[config.mk]
export PLATFORM = sky130hd
export DESIGN_NAME = s_axis_rq_arb
export DESIGN_NICKNAME = d
export VERILOG_FILES = /design/src/rtl/s_axis_rq_arb.sv
export SDC_FILE = /design/constraint.sdc
export NUM_CORES = 1
export LEC_CHECK = 0
export BUFFER_PORTS_ARGS = -buffer_cell sky130_fd_sc_hd__buf_2
export CORE_AREA = 2 2 175 177
export DETAILED_ROUTE_END_ITERATION = 16
export DIE_AREA = 0 0 177 179
export PLACE_DENSITY_LB_ADDON = 0.08
export REMOVE_ABC_BUFFERS = 1
export SLEW_MARGIN = 20
export SYNTH_ARGS = -nofsm -noshare
export SYNTH_HDL_FRONTEND = slang
export SYNTH_SLANG_ARGS = --single-unit
[constraint.sdc]
create_clock -name user_clk -period 5.4 [get_ports user_clk]
set_clock_uncertainty 0.15 [all_clocks]
set_input_delay 0.27 -clock user_clk [delete_from_list [all_inputs] [get_ports user_clk]]
set_output_delay 0.27 -clock user_clk [all_outputs]
set_load 0.05 [all_outputs]
[src/rtl/s_axis_rq_arb.sv]
// Two-requester RQ stream arbiter; packet-locked, round-robin (port 0 fixed priority with S_AXIS_RQ_ARB_FIXED_PRIO_EN).
// Latency: 1 cycle from input acceptance to s_axis_rq_tvalid, 1 beat/cycle sustained.
// Backpressure: a single output register; input tready is withheld whenever that register is full and stalled.
module s_axis_rq_arb #(
    parameter int DATA_WIDTH = 128,
    parameter int KEEP_WIDTH = DATA_WIDTH/8
) (
    input  logic                  user_clk,
    input  logic                  user_reset,
    input  logic [DATA_WIDTH-1:0] s0_axis_rq_tdata,
    input  logic [KEEP_WIDTH-1:0] s0_axis_rq_tkeep,
    input  logic                  s0_axis_rq_tlast,
    input  logic                  s0_axis_rq_tvalid,
    output logic                  s0_axis_rq_tready,
    input  logic [3:0]            s0_axis_rq_tuser,
    input  logic [DATA_WIDTH-1:0] s1_axis_rq_tdata,
    input  logic [KEEP_WIDTH-1:0] s1_axis_rq_tkeep,
    input  logic                  s1_axis_rq_tlast,
    input  logic                  s1_axis_rq_tvalid,
    output logic                  s1_axis_rq_tready,
    input  logic [3:0]            s1_axis_rq_tuser,
    output logic [DATA_WIDTH-1:0] s_axis_rq_tdata,
    output logic [KEEP_WIDTH-1:0] s_axis_rq_tkeep,
    output logic                  s_axis_rq_tlast,
    output logic [3:0]            s_axis_rq_tuser,
    output logic                  s_axis_rq_tvalid,
    input  logic                  s_axis_rq_tready,
    output logic [1:0]            arb_grant
);

    typedef struct packed {
        logic [DATA_WIDTH-1:0] dat;
        logic [KEEP_WIDTH-1:0] keep;
        logic                  last;
        logic [3:0]            user;
    } beat_t;

    typedef enum logic [1:0] {IDLE, LOCK0, LOCK1} state_t;

    state_t state, state_nxt;
    logic   out_valid;
    beat_t  out_beat, in_beat;
    logic   stage_en, win_vld, win_sel, acc0, acc1;

    assign stage_en = !out_valid || s_axis_rq_tready;
    assign win_vld  = s0_axis_rq_tvalid || s1_axis_rq_tvalid;

`ifdef S_AXIS_RQ_ARB_FIXED_PRIO_EN
    assign win_sel = !s0_axis_rq_tvalid;
`else
    logic last_grant;

    // On a tie the port that did not win last time goes next
    assign win_sel = (s0_axis_rq_tvalid && s1_axis_rq_tvalid) ? !last_grant : !s0_axis_rq_tvalid;
`endif

    // Readies and grant are forced low while reset is held, independent of state
    always_comb begin
        s0_axis_rq_tready = 1'b0;
        s1_axis_rq_tready = 1'b0;
        arb_grant         = 2'b00;
        if (!user_reset) begin
            case (state)
                IDLE: begin
                    if (win_vld) begin
                        arb_grant         = win_sel ? 2'b10 : 2'b01;
                        s0_axis_rq_tready = stage_en && !win_sel;
                        s1_axis_rq_tready = stage_en && win_sel;
                    end
                end
                LOCK0: begin
                    arb_grant         = 2'b01;
                    s0_axis_rq_tready = stage_en;
                end
                LOCK1: begin
                    arb_grant         = 2'b10;
                    s1_axis_rq_tready = stage_en;
                end
                default: ;
            endcase
        end
    end

    assign acc0 = s0_axis_rq_tvalid && s0_axis_rq_tready;
    assign acc1 = s1_axis_rq_tvalid && s1_axis_rq_tready;

    always_comb begin
        state_nxt = state;
        case (state)
            IDLE: begin
                if (acc0 && !s0_axis_rq_tlast)
                    state_nxt = LOCK0;
                else if (acc1 && !s1_axis_rq_tlast)
                    state_nxt = LOCK1;
            end
            LOCK0: if (acc0 && s0_axis_rq_tlast) state_nxt = IDLE;
            LOCK1: if (acc1 && s1_axis_rq_tlast) state_nxt = IDLE;
            default: state_nxt = IDLE;
        endcase
    end

    always_comb begin
        in_beat = acc1 ? beat_t'{s1_axis_rq_tdata, s1_axis_rq_tkeep, s1_axis_rq_tlast, s1_axis_rq_tuser}
                       : beat_t'{s0_axis_rq_tdata, s0_axis_rq_tkeep, s0_axis_rq_tlast, s0_axis_rq_tuser};
    end

    always_ff @(posedge user_clk or posedge user_reset) begin
        if (user_reset) begin
            state     <= IDLE;
            out_valid <= 1'b0;
            out_beat  <= '0;
        end else begin
            state <= state_nxt;
            if (stage_en) begin
                out_valid <= acc0 || acc1;
                if (acc0 || acc1)
                    out_beat <= in_beat;
            end
        end
    end

`ifndef S_AXIS_RQ_ARB_FIXED_PRIO_EN
    // Reset to 1 so port 0 wins the first tie
    always_ff @(posedge user_clk or posedge user_reset) begin
        if (user_reset)
            last_grant <= 1'b1;
        else if (state == IDLE && (acc0 || acc1))
            last_grant <= acc1;
    end
`endif

    assign s_axis_rq_tvalid = out_valid;
    assign s_axis_rq_tdata  = out_beat.dat;
    assign s_axis_rq_tkeep  = out_beat.keep;
    assign s_axis_rq_tlast  = out_beat.last;
    assign s_axis_rq_tuser  = out_beat.user;

endmodule

==> metrics.csv, run 1 <==
stage,metric,value,unit
run_status,status,completed,
floorplanning,core area,30030,um2
synthesis,"Distinct cells, synth",27,
synthesis,Post-synth top cells,"dfrtp_1 (152), nor4_1 (151), a31oi_1 (149), o31ai_1 (149), or4b_1 (149)",
synthesis,Yosys top cell area share,41.42,%
sta,unrepaired setup endpoints after global routing,no,
grt,grt ovf,0,
finish,Layout Nets,1714,
setup_path,"Cell Chain, Critical Path",nor2b_4 -> buf_12 -> nor4_1 -> buf_2,
power_and_ir_drop,Power Dens Cells,592.1,nW/um2
power_and_ir_drop,Max rail drop VDD,321.6,uV
routing,DR iter-0 viols,684,
routing,post-route DRC violation count,0,
grt,largest net degree at the start of global routing,231,
routing,routed vias,10538,
clock_network,CTS root buf,clkbuf_16,
clock_network,CTS buffer count,17,
finish,layout cells sized above 1,35.84,%
synthesis,number of flops mapped to enable cells by yosys,0,
setup_path,type of origin of the critical path,register,
clock_network,Sinks on Clock Net,153,
clock_network,CTS H-Tree Depth,4,
flow_run,Max Cap Viol,0,
setup_path,worst reg-to-reg setup slack,2.66,ns
placement,IO buf count,456,
sta,min cycle time layout,2.928,ns
setup_path,Crit Path Max Fanout,189,
grt,Tot GR Track Use,21.99,%
setup_path,crit end category,primary output,
clock_network,Worst-Skew Late Latency,0.43,ns
routing,wire length per cell,20.43,um
hold_path,Worst Hold Class,input pin to register,
setup_path,CP Buf/Inv Count,2,
sta,TNS Setup,0,ns
synthesis,"top cells by area, synth","dfrtp_1 (41%), or4b_1 (16%), o31ai_1 (12%), nor4_1 (10%), a31oi_1 (10%)",
floorplanning,die area,31680,um2
synthesis,Syn Area/Cell,9.760,um2
synthesis,Yosys Warn Count,0,
synthesis,Post-synth top flop,dfrtp_1,
grt,number of global-route vias before repair,9876,
grt,initial antenna violation count,9,
setup_path,Crit Path Class,register to primary output,
floorplanning,io pins,457,
placement,pre-CTS setup slack,2.631,ns
floorplanning,# rows,64,
setup_path,CP top delay family,buffers and inverters,
routing,vias per cell,5.771,
sta,Worst Tran Pin Value,1.223,ns
floorplanning,die width,177,um
sta,Hold WS,0.01002,ns
placement,dpl hpwl,21400,um
power_and_ir_drop,LEAKAGE,0.005647,uW
power_and_ir_drop,Final Power,8004,uW
setup_path,worst stage delay on the critical path,0.70,ns
grt,first-pass GRT wire length,55520,um
synthesis,Post-synth ARST share,100.0,%
setup_path,crit path max-delay cell type,nor2b_4,
synthesis,most common cell in the netlist,dfrtp_1,
finish,synth-to-layout area growth,47.19,%
setup_path,CP arrival,2.51,ns
sta,"Slew Viols, Final",0,
clock_network,"Reg clk slew, reported paths",0.07,ns
clock_network,CTS tree,built,
synthesis,number of synthesized register bits,153,
routing,final WL,37310,um
clock_network,number of gates resized after cts,0,
sta,Max Freq,341.6,MHz
synthesis,sequential area share after synthesis,41.70,%
clock_network,Max Root-Sink Buffers,2,
setup_path,"Req. time, crit path",4.98,ns
synthesis,"area leader, netlist",dfrtp_1,
sta,relative slew slack,18.47,%
floorplanning,die height,179,um
synthesis,synthesized area,9184,um2
sta,Setup-failing EPs final,0,
routing,First-pass DRT Iterations,5,
sta,setup ws final,2.473,ns
placement,routability cong.,0.7882,
synthesis,Synth Instances,941,
sta,final hold vios,0,
sta,Final Cycle Share,54.21,%
routing,Final ANT Viol Nets,0,
floorplanning,Initial Util,30.58,%
-- kinds of logic (layout without fill, tap and decap cells) --
group                  after synthesis  after routing  synth area share, %
AND/OR/NAND/NOR                    314            314                27.55
AO/OA/AOI/OAI                      305            305                22.81
buffers and inverters              169            651                7.943
flip-flops                         153            153                41.70
other                                0              7                    0
-- area by class of cell --
class / count / area [um2]
diodes: 7 / 17.52
clock buffers: 19 / 442.9
clock inverters: 12 / 137.6
fillers: 2993 / 16510
inverters: 2 / 12.51
multi-input cells: 619 / 4651
flip-flops and latches: 153 / 3830
well taps: 396 / 495.5
repair buffers: 618 / 3931
-- metal layers --
layer  wire length (um)  GRT usage (%)  vias up  part of all wire (%)
met4               1312          10.26        6                   3.5
met2              17800          34.68      406                    48
li1                   -              -     4911                     -
met1              15580          28.58     5141                    42
met3               2577          4.983       74                   6.9
met5                 38              0        -                  0.10
-- through the flow --
step | area (um2) | utilization [%] | instances
6_report | 13520 | 45.02 | 1826
4_1_cts | 13500 | 44.96 | 1819
5_1_grt | 13510 | 45.00 | 1824
3_3_place_gp | 11440 | 38.09 | 1640
3_5_place_dp | 11440 | 38.09 | 1640
2_1_floorplan | 8462 | - | 774
-- worst min-delay path, stage by stage --
cell and delay (ns):
buf_2 0.08, nor4_1 0.04, a31oi_1 0.15
-- power by group --
part           internal, uW  switching [uW]  total, uW
clock                   697             559       1260
sequential             1740             325       2070
combinational          1140            3540       4680
-- cells in the final DEF (no fill, tap or decap), drive strengths merged, types with 6 or more instances in the layout --
cell type    count
o31ai          149
nor4           151
inv              6
buf            470
dfrtp          152
dlygate4sd3    148
or4b           149
a31oi          149
clkbuf          19
diode            7
-- flip-flops by register name, summed over array words and instances, names as in the netlist --
register / flops
s_axis_rq_tvalid: 1
s_axis_rq_tdata: 128
s_axis_rq_tlast: 1
s_axis_rq_tkeep: 16
last_grant: 1
state: 2
s_axis_rq_tuser: 4
-- worst paths after layout --
check                                 startpoint                   end  depth (start not counted)
setup / recovery                s_axis_rq_tvalid     s0_axis_rq_tready                          4
hold / removal             s1_axis_rq_tdata[103]  s_axis_rq_tdata[103]                          3
setup reg to reg                        state[0]  s_axis_rq_tdata[111]                          4
hold reg to reg                       last_grant            last_grant                          2
max in group asynchronous             user_reset   s_axis_rq_tdata[13]                          4
min in group asynchronous             user_reset   s_axis_rq_tdata[80]                          3
-- what timing repair did --
action                    CTS  global route
setup buffers               0             0
hold buffers              148             0
hold endpoints to repair  228             0
No activity file was read; power rests on OpenSTA's default activity.
==> run 2: changes to the inputs <==
- clock period: 5.4 -> 2.9 ns (I/O delays scaled with it)
==> metrics.csv, run 2 (synthesis gave the netlist of run 1 again) <==
stage,metric,value,unit,change
floorplanning,die height,179,um,unchanged
clock_network,CTS buffer count,17,,unchanged
routing,routed vias,11338,,+7.6%
sta,relative slew slack,43.57,%,+25 points
power_and_ir_drop,P_int,8132,uW,+130%
setup_path,"Req. time, crit path",3.06,ns,-1.92 ns
setup_path,worst stage delay on the critical path,0.59,ns,-0.11 ns
power_and_ir_drop,LEAKAGE,0.006403,uW,+13%
flow_run,Max Cap Viol,0,,unchanged
sta,TNS Setup,0,ns,unchanged
setup_path,crit end category,register,,
power_and_ir_drop,net load switching power,8637,uW,+95%
setup_path,Crit Path Max Fanout,151,,-20%
sta,final hold vios,0,,unchanged
grt,initial antenna violation count,6,,-3
finish,layout cells sized above 1,33.10,%,-2.7 points
grt,Tot GR Track Use,23.40,%,+1.4 points
sta,"Slew Viols, Final",0,,unchanged
clock_network,Worst-Skew Late Latency,0.43,ns,about the same
routing,top sig layer,met5,,
sta,Max Freq,352.1,MHz,
floorplanning,die width,177,um,unchanged
clock_network,"Reg clk slew, reported paths",0.07,ns,about the same
routing,wire length per cell,20.29,um,-0.72%
floorplanning,die area,31680,um2,unchanged
placement,IO buf count,456,,unchanged
grt,number of global-route vias before repair,10822,,+9.6%
routing,WL met1,17240,um,+11%
setup_path,CP arrival,3.00,ns,+0.49 ns
finish,"commonest non-fill, non-tap cell in the layout",buf_2,,
placement,dpl hpwl,22180,um,+3.6%
hold_path,Worst Hold Class,input pin to register,,
finish,filler cell count,2920,,-2.4%
hold_path,worst hold path stage count,5,,+2
finish,most frequent cells in the layout,"buf_2 (456), dlygate4sd3_1 (299), dfrtp_1 (152)",,
clock_network,Sinks on Clock Net,153,,unchanged
placement,routability cong.,0.7795,,-1.1%
power_and_ir_drop,Max rail drop VDD,500.8,uV,+56%
sta,unrepaired setup endpoints after global routing,no,,
sta,Setup-failing EPs final,0,,unchanged
routing,met2 WL post-DR,19090,um,+7.3%
floorplanning,# rows,64,,unchanged
clock_network,CTS root buf,clkbuf_16,,
setup_path,type of origin of the critical path,register,,
hold_path,Hold Path End,state[1],,
setup_path,worst reg-to-reg setup slack,0.06,ns,-2.60 ns
sta,min cycle time layout,2.840,ns,
routing,First-pass DRT Iterations,5,,unchanged
routing,metal3 WL,2738,um,+6.2%
routing,vias per cell,5.686,,-1.5%
setup_path,"Cell Chain, Critical Path",or3b_4 -> buf_12 -> nor4_1 -> a31oi_1 -> dlygate4sd3_1,,
routing,Final ANT Viol Nets,0,,unchanged
power_and_ir_drop,switching share of power,51.50,%,-3.8 points
setup_path,Register-to-Register Path Depth,5,,+1
run_status,status,completed,,
finish,Layout Utilization,50.89,%,+5.9 points
grt,grt ovf,0,,unchanged
hold_path,Min-Delay Startpoint,s_axis_rq_tready,,
finish,register area,3830,um2,unchanged
setup_path,Crit Path Class,register to register,,
sta,Final Cycle Share,97.93,%,
setup_path,Crit Reg-Reg Endpoint,s_axis_rq_tdata[110],,
floorplanning,Initial Util,30.58,%,unchanged
sta,Worst Tran Pin Value,0.8465,ns,-0.3764 ns
setup_path,crit path max-delay cell type,dlygate4sd3_1,,
power_and_ir_drop,clock power share,13.2,%,-2.5 points
grt,first-pass GRT wire length,59350,um,+6.9%
power_and_ir_drop,Power Dens Cells,1097,nW/um2,+85%
finish,max FFs per register,128,,unchanged
routing,final WL,40450,um,+8.4%
finish,Layout Nets,1883,,+9.9%
power_and_ir_drop,Comb power frac,63.7,%,+5.2 points
clock_network,CTS H-Tree Depth,4,,unchanged
setup_path,RR Startpoint,state[0],,
floorplanning,io pins,457,,unchanged
floorplanning,core area,30030,um2,unchanged
finish,synth-to-layout area growth,66.40,%,
clock_network,CTS tree,built,,
clock_network,Max Root-Sink Buffers,2,,unchanged
power_and_ir_drop,power share of the sequential group,23.1,%,-2.7 points
grt,largest net degree at the start of global routing,152,,-34%
routing,post-route DRC violation count,0,,unchanged
finish,area of the multi-input gates,4651,um2,unchanged
routing,DR iter-0 viols,664,,-2.9%
-- run 2: cell count changes in the layout (fill, tap and decap cells not counted), sizes merged --
cell,previous run,this run
dlygate4sd3,148,299
clkinvlp,5,7
bufinv,2,1
clkbuf,19,21
diode,7,6
clkinv,1,0
buf,470,486
-- run 2: timing repair --
action / 4_1_cts / 5_1_grt
setup endpoints to repair: 0 / 43
hold buffers: 299 / 0
hold endpoints to repair: 206 / 0
setup buffers: 0 / 4
gates resized for setup: 0 / 2
-- run 2: worst max-delay path by stage --
stage / depth (start not counted) / to / from / slack (ns)
2_1_floorplan: 2 / s0_axis_rq_tready / s_axis_rq_tvalid / -16.00
3_3_place_gp: 4 / s_axis_rq_tdata[118] / state[1] / 0.72
3_5_place_dp: 4 / s_axis_rq_tdata[121] / state[1] / 0.67
4_1_cts: 5 / s_axis_rq_tdata[121] / state[1] / 0.12
5_1_grt: 5 / s_axis_rq_tdata[51] / state[1] / 0.02
6_report: 5 / s_axis_rq_tdata[110] / state[0] / 0.06
-- run 2: metal layers --
layer  global-route usage [%]  vias up
li1                         -     5287
met1                    30.83     5514
met2                    37.50      459
met3                    4.495       76
met4                    9.952        2
met5                        0        -
-- run 2: per-stage QoR --
stage / setup slack [ns] / cells / cell area (um2) / hold slack [ns] / power [uW]
2_1_floorplan: -16.00 / 774 / 8462 / 0.1701 / 9703
3_3_place_gp: 0.7232 / 1652 / 11630 / 0.2017 / 12580
3_5_place_dp: 0.6660 / 1652 / 11630 / 0.2016 / 12600
4_1_cts: 0.1155 / 1982 / 15170 / 0.1909 / 16690
5_1_grt: 0.01834 / 1993 / 15280 / 0.2844 / 17660
6_report: 0.05997 / 1994 / 15280 / 0.2197 / 16770
-- run 2: worst max-delay path, delay by kind of cell, from the launching register on --
kind / cells / cell delay [ns]
simple gates: 2 / 0.98
flops: 1 / 0.46
buf+inv: 2 / 0.86
compound gates: 1 / 0.09
-- run 2: area by class of cell --
class                           count  share of cell area [%]
Clock inverter                     12                  0.7696
Antenna cell                        6                 0.09825
Timing Repair Buffer              787                   37.48
Tap cell                          396                   3.242
Inverter                            2                 0.08187
Multi-Input combinational cell    619                   30.43
Sequential cell                   153                   25.06
Clock buffer                       19                   2.833
-- run 2: power groups by stage --
stage	Combinational (uW)	Sequential (uW)	Clock, uW
floorplan	2070	7630	0
finish	10700	3870	2220
global placement	8680	3900	0
global route	11300	4020	2370
CTS	10500	3860	2280
detailed placement	8730	3870	0
